**src/rtl/sample_packer_pkg.sv**
```systemverilog
// Shared sample-path constants and the lane-count width helper, also used by the window-function stage.
package sample_pkg;

  localparam int SAMPLE_W_DEF  = 8;
  localparam int N_SAMPLES_DEF = 8;
  localparam int CLK_DIV_DEF   = 5000;
  localparam int SEQ_W_DEF     = 8;

  // Width needed to hold a lane count of 0..n inclusive.
  function automatic int COUNT_W(input int n);
    return $clog2(n + 1);
  endfunction

endpackage

```
**src/rtl/sample_packer_if.sv**
```systemverilog
// Packed-word output handshake from the sample packer to the window-function stage.
interface sample_packer_if
  import sample_pkg::*;
#(
  parameter int SAMPLE_W  = SAMPLE_W_DEF,
  parameter int N_SAMPLES = N_SAMPLES_DEF,
  parameter int SEQ_W     = SEQ_W_DEF
);

  logic [SAMPLE_W*N_SAMPLES-1:0]    out_data;
  logic [COUNT_W(N_SAMPLES)-1:0]    out_count;
  logic [SEQ_W-1:0]                 out_seq;
  logic                             out_valid;
  logic                             out_ready;

  modport master (output out_data, out_count, out_seq, out_valid, input out_ready);
  modport slave  (input out_data, out_count, out_seq, out_valid, output out_ready);

endinterface

```
**src/rtl/sample_tick_gen.sv**
```systemverilog
// Sample-rate clock enable: one-cycle strobe every CLK_DIV fastclk cycles while en is high.
// Dropping en parks the divider at 0, so the first tick after re-enable is a full period later.
module sample_tick_gen
  import sample_pkg::*;
#(
  parameter int CLK_DIV = CLK_DIV_DEF
) (
  input  logic fastclk,
  input  logic rst_n,
  input  logic en,
  output logic sample_tick
);

  localparam int DW = $clog2(CLK_DIV);

  logic [DW-1:0] div_cnt;

  assign sample_tick = en && (div_cnt == DW'(CLK_DIV - 1));

  always_ff @(posedge fastclk or negedge rst_n) begin
    if (!rst_n) begin
      div_cnt <= '0;
    end else if (!en || sample_tick) begin
      div_cnt <= '0;
    end else begin
      div_cnt <= div_cnt + DW'(1);
    end
  end

endmodule

```
**src/rtl/sample_packer.sv**
```systemverilog
// Packs ticked samples LSB-first into N_SAMPLES-lane words; a word leaves one cycle after it completes.
// Single output slot: a word completing while the slot is stalled is dropped and flagged in overflow.
module sample_packer
  import sample_pkg::*;
#(
  parameter int SAMPLE_W  = SAMPLE_W_DEF,
  parameter int N_SAMPLES = N_SAMPLES_DEF,
  parameter int CLK_DIV   = CLK_DIV_DEF,
  parameter int SEQ_W     = SEQ_W_DEF
) (
  input  logic                fastclk,
  input  logic                rst_n,
  input  logic                en,
  input  logic [SAMPLE_W-1:0] sample_in,
  input  logic                flush,
  input  logic                clr_ovf,
  output logic                sample_tick,
  output logic                overflow,
  sample_packer_if.master     bus
);

  localparam int CW     = COUNT_W(N_SAMPLES);
  localparam int WORD_W = SAMPLE_W * N_SAMPLES;

  typedef logic [CW-1:0] cnt_t;

  logic [WORD_W-1:0] pack_q, word_nxt, data_q;
  cnt_t              fill_q, fill_nxt, count_q;
  logic [SEQ_W-1:0]  seq_q, oseq_q;
  logic              valid_q, ovf_q;
  logic              word_done, slot_free;

  sample_tick_gen #(.CLK_DIV(CLK_DIV)) u_tick (
    .fastclk     (fastclk),
    .rst_n       (rst_n),
    .en          (en),
    .sample_tick (sample_tick)
  );

  // Capture happens before completion so a tick+flush cycle emits the new sample too.
  always_comb begin
    word_nxt = pack_q;
    fill_nxt = fill_q;
    if (sample_tick) begin
      for (int k = 0; k < N_SAMPLES; k++) begin
        if (cnt_t'(k) == fill_q) word_nxt[k*SAMPLE_W +: SAMPLE_W] = sample_in;
      end
      fill_nxt = fill_q + cnt_t'(1);
    end
    word_done = (fill_nxt == cnt_t'(N_SAMPLES)) || (flush && (fill_nxt != '0));
    slot_free = !valid_q || bus.out_ready;
  end

  always_ff @(posedge fastclk or negedge rst_n) begin
    if (!rst_n) begin
      pack_q  <= '0;
      fill_q  <= '0;
      data_q  <= '0;
      count_q <= '0;
      oseq_q  <= '0;
      seq_q   <= '0;
      valid_q <= 1'b0;
      ovf_q   <= 1'b0;
    end else begin
      if (word_done) begin
        pack_q <= '0;
        fill_q <= '0;
        if (slot_free) begin
          data_q  <= word_nxt;
          count_q <= fill_nxt;
          oseq_q  <= seq_q;
          seq_q   <= seq_q + SEQ_W'(1);
        end
      end else begin
        pack_q <= word_nxt;
        fill_q <= fill_nxt;
      end
      valid_q <= (word_done && slot_free) || (valid_q && !bus.out_ready);
      // A drop in the same cycle as clr_ovf keeps the flag set.
      ovf_q   <= (word_done && !slot_free) || (ovf_q && !clr_ovf);
    end
  end

  assign bus.out_data  = data_q;
  assign bus.out_count = count_q;
  assign bus.out_seq   = oseq_q;
  assign bus.out_valid = valid_q;
  assign overflow      = ovf_q;

endmodule

```
**src/flat_wrapper.sv**
```systemverilog
// flat-port wrapper written by rule: the top's interface ports become plain ports
module sample_packer_flat import sample_pkg::*;
#(
  parameter int SAMPLE_W  = SAMPLE_W_DEF,
  parameter int N_SAMPLES = N_SAMPLES_DEF,
  parameter int CLK_DIV   = CLK_DIV_DEF,
  parameter int SEQ_W     = SEQ_W_DEF
)
  (fastclk, rst_n, en, sample_in, flush, clr_ovf, sample_tick, overflow, bus_out_data, bus_out_count, bus_out_seq, bus_out_valid, bus_out_ready);
  sample_packer_if #(.SAMPLE_W(SAMPLE_W), .N_SAMPLES(N_SAMPLES), .SEQ_W(SEQ_W)) bus_i ();
  input  logic fastclk;
  input  logic rst_n;
  input  logic en;
  input  logic [SAMPLE_W-1:0] sample_in;
  input  logic flush;
  input  logic clr_ovf;
  output logic sample_tick;
  output logic overflow;
  output wire logic [$bits(bus_i.out_data)-1:0] bus_out_data;
  output wire logic [$bits(bus_i.out_count)-1:0] bus_out_count;
  output wire logic [$bits(bus_i.out_seq)-1:0] bus_out_seq;
  output wire logic [$bits(bus_i.out_valid)-1:0] bus_out_valid;
  input wire logic [$bits(bus_i.out_ready)-1:0] bus_out_ready;
  assign bus_out_data = bus_i.out_data;
  assign bus_out_count = bus_i.out_count;
  assign bus_out_seq = bus_i.out_seq;
  assign bus_out_valid = bus_i.out_valid;
  assign bus_i.out_ready = bus_out_ready;
  sample_packer #(.SAMPLE_W(SAMPLE_W), .N_SAMPLES(N_SAMPLES), .CLK_DIV(CLK_DIV), .SEQ_W(SEQ_W)) u_core (.fastclk(fastclk), .rst_n(rst_n), .en(en), .sample_in(sample_in), .flush(flush), .clr_ovf(clr_ovf), .sample_tick(sample_tick), .overflow(overflow), .bus(bus_i));
endmodule
```
**config.mk**
```make
export PLATFORM = sky130hd
export DESIGN_NAME = sample_packer_flat
export DESIGN_NICKNAME = d
export VERILOG_FILES = /design/src/rtl/sample_packer_pkg.sv /design/src/rtl/sample_packer_if.sv /design/src/rtl/sample_tick_gen.sv /design/src/rtl/sample_packer.sv /design/src/flat_wrapper.sv
export SDC_FILE = /design/constraint.sdc
export NUM_CORES = 1
export LEC_CHECK = 0
export BUFFER_PORTS_ARGS = -buffer_cell sky130_fd_sc_hd__buf_2
export CORE_ASPECT_RATIO = 1.1
export CORE_MARGIN = 4
export CORE_UTILIZATION = 50
export DETAILED_ROUTE_END_ITERATION = 6
export GPL_ROUTABILITY_DRIVEN = 1
export PLACE_DENSITY = 0.78
export SETUP_SLACK_MARGIN = 0.15
export SYNTH_ARGS = -nofsm -noshare
export SYNTH_HDL_FRONTEND = slang
export SYNTH_HIERARCHICAL = 1
export SYNTH_SLANG_ARGS = --single-unit
```
**constraint.sdc**
```tcl
create_clock -name fastclk -period 4.7 [get_ports fastclk]
set_input_delay 0.47 -clock fastclk [delete_from_list [all_inputs] [get_ports fastclk]]
set_output_delay 0.47 -clock fastclk [all_outputs]
set_load 0.01 [all_outputs]
```
==> metrics.cfg <==
[worst_setup_path]
slowest_stage = a21oi_4
required_ns = 4.98
startpoint = u_core/u_tick/div_cnt[3]
r2r-end = u_core/pack_q[45]
cp.arrival_ns = 4.01
start_kind = register
crit_type = reg -> reg
critPathMaxFanout = 36
endpoint = u_core/pack_q[45]
r2r_setup_slack_ns = 0.98
end_kind = register
crit_chain = or4b_4 -> nor4_1 -> and2_1 -> or4_1 -> o21ai_0 -> a21oi_4 -> buf_4 -> nor2_1
r2r_start = u_core/u_tick/div_cnt[3]
cpPeakStageDelay_ns = 0.76
worstRegToRegCells = 8

[placed_design]
place_congestion = 0.826
place_inst = 805
place_hpwl_mm = 9.52
dp_slack_ns = 1.01
io_buffer_count = 92

[floorplanning]
die_y_um = 129
io_pins = 93
placementRows = 44
dieArea_um2 = 15300
start_util_pct = 50.8
core_um2 = 13200
die_w_um = 118

[synth]
netlist_top_cells_count = 167 x dfrtp_1, 139 x nor2_1, 77 x a21oi_1
synth_top_area_share_pct = 62.5
synth_cell_types = 38
synth_area_um2 = 6690
ys_warn_count = 6
yosys-top-cells-area = dfrtp_1 63%, mux2i_1 9.7%, nor2_1 7.8%
synth_edf_count = 0
syn_inst = 583
yosysSeqAreaShare_pct = 62.5
syn_nets = 603
async_flop_share_pct = 100
synth-seq-cells = 167
synthFlopType = dfrtp_1
syn_avg_cell_area_um2 = 11.5
yosys.area.top_type = dfrtp_1
yosys.cell_count.top_type = dfrtp_1

[clock_network]
cts_buffer_depth = 2
hold_buffers = 0
h-tree-depth = 4
cts-resized-gates = 0
clkLatencyLatePin_ns = 0.41
cts_root_buffer = clkbuf_16
cts_made_buffers = 17
post_cts_buffers = 0
cts_tree = yes
cts_sinks = 167
clk_pin_slew_ns = 0.07

[cells_and_area]
num_antenna_cells = 0
syn2layout_area_growth_pct = 17.3
layout.cells.non_filler = 837
layout.nets = 683
drive_above_1_share_pct = 21.9

[timing]
drv_slew = 0
max_slew.worst_pin.slew_ns = 0.845
timing.fmax_mhz = 269
fin_ws_ns = 0.976
setup_viol = 0
min_period_ns = 3.72
hold_viol_final = 0
rsz0062_at_grt = false
clock_skew_ns = 0.00837
post-route-period-util_pct = 79.2
maxSlewHeadroom_pct = 43.3
tns_ns = 0

[run]
cap_violations = 0

[grt]
grt_antenna_before_repair = 0
grt.overflow.total = 0
grt_use_total_pct = 19.5
grt_max_degree = 85
grt_first_pass_wirelength_mm = 23.8
first_global_vias = 4759

[detailed_routing]
top_layer = met4
drt_iter0_markers = 325
routed_via_density = 5.50
drc = 0
vias = 4606
detail_route.first_pass.iterations = 4
wl_met3_um = 613
wl_met2_mm = 7.20
ant_nets = 0
m1WireLength_mm = 6.29
drt_wl_total_mm = 14.5
wire_per_inst_um = 17.3

[power_and_ir_drop]
power_leakage_nw = 4.31
ir_drop_uv = 221
power.density_nw_per_um2 = 368

[status]
outcome = completed

[worst_hold_path]
hold_path_class = in -> async

-- sequential cells by signal, summed over array words and instances (netlist names) --
register and flops:
u_core/bus.out_data 64, u_core/pack_q 64, u_core/u_tick/div_cnt 13, u_core/bus.out_seq 8
u_core/seq_q 8, u_core/bus.out_count 4, u_core/fill_q 4, u_core/bus.out_valid 1
u_core/overflow 1
-- how the worst min path moves through the flow --
stage	startpoint	to	cells after the start
floorplan	rst_n	u_core/bus.out_count[0]	0
global placement	u_core/seq_q[7]	u_core/seq_q[7]	1
detailed placement	u_core/seq_q[7]	u_core/seq_q[7]	1
CTS	rst_n	u_core/seq_q[6]	1
global route	rst_n	u_core/seq_q[7]	1
finish	rst_n	u_core/bus.out_seq[6]	1
-- kinds of logic (layout without fill, tap and decap cells) --
family          count (synthesis)  count (layout)  synth area share [%]
flops                         167             167                  62.5
fa+ha+maj                       6               6                  1.12
mux                            74              74                  11.2
xor+xnor                       14              14                  1.83
compound gates                 91              91                  7.80
buf+inv                        45             138                  3.13
simple gates                  186             186                  12.4
-- worst max-delay path: cells and delay by family, from the launching register on --
kind,cells,cell delay (ns)
buffers and inverters,1,0.47
DFF,1,0.41
AOI/OAI and AO/OA,2,1.02
and+or+nand+nor,5,1.67
-- cell usage in the layout, fill, tap and decap left out, types with 2 or more instances in the layout --
master | Yosys | final
dfrtp_1 | 167 | 167
nor2_1 | 139 | 139
buf_2 | 14 | 91
a21oi_1 | 77 | 76
mux2i_1 | 65 | 65
clkbuf_16 | 0 | 17
mux2_2 | 9 | 9
inv_1 | 8 | 8
nand4_1 | 8 | 8
xor2_1 | 7 | 7
nand3_1 | 7 | 7
nand2_1 | 7 | 7
xnor2_1 | 7 | 7
ha_1 | 6 | 6
or4_1 | 5 | 5
o21ai_0 | 5 | 5
buf_4 | 4 | 5
o31ai_1 | 4 | 4
or3_1 | 4 | 4
inv_6 | 0 | 3
clkinv_2 | 0 | 3
inv_8 | 0 | 3
clkinv_4 | 0 | 3
nor3_2 | 3 | 3
bufinv_16 | 0 | 2
and3_1 | 2 | 2
and2_1 | 2 | 2
-- final cells by class --
cell class	instances	area [µm²]
Fill cell	1024	5310
Inverter	8	30.0
Sequential cell	167	4180
Tap cell	161	201
Multi-Input combinational cell	371	2320
Clock inverter	15	169
Clock buffer	17	425
Timing Repair Buffer	98	524
-- through the flow --
stage               power [W]  util, %  hold slack, ns  instance area (µm²)
floorplan             0.00148        -           0.174                 6690
global placement      0.00152     55.1           0.453                 7250
detailed placement    0.00152     55.1           0.460                 7250
CTS                   0.00291     59.6          0.0520                 7850
global route          0.00298     59.6          0.0644                 7850
finish                0.00289     59.6          0.0147                 7850
-- per-layer routing --
metal  GRT usage, %  vias up
met5              0        -
met4           8.48        0
met3           4.15       27
met2           32.5      131
met1           25.0     2318
li1               -     2130
-- report_power, final --
group	total, W	internal [W]	switching (W)	leakage [nW]
clock	0.00139	0.000798	0.000593	0.294
sequential	0.00144	0.00144	0.00000207	2.33
combinational	0.0000551	0.00000977	0.0000453	1.69
No activity file was read; power rests on OpenSTA's default activity.
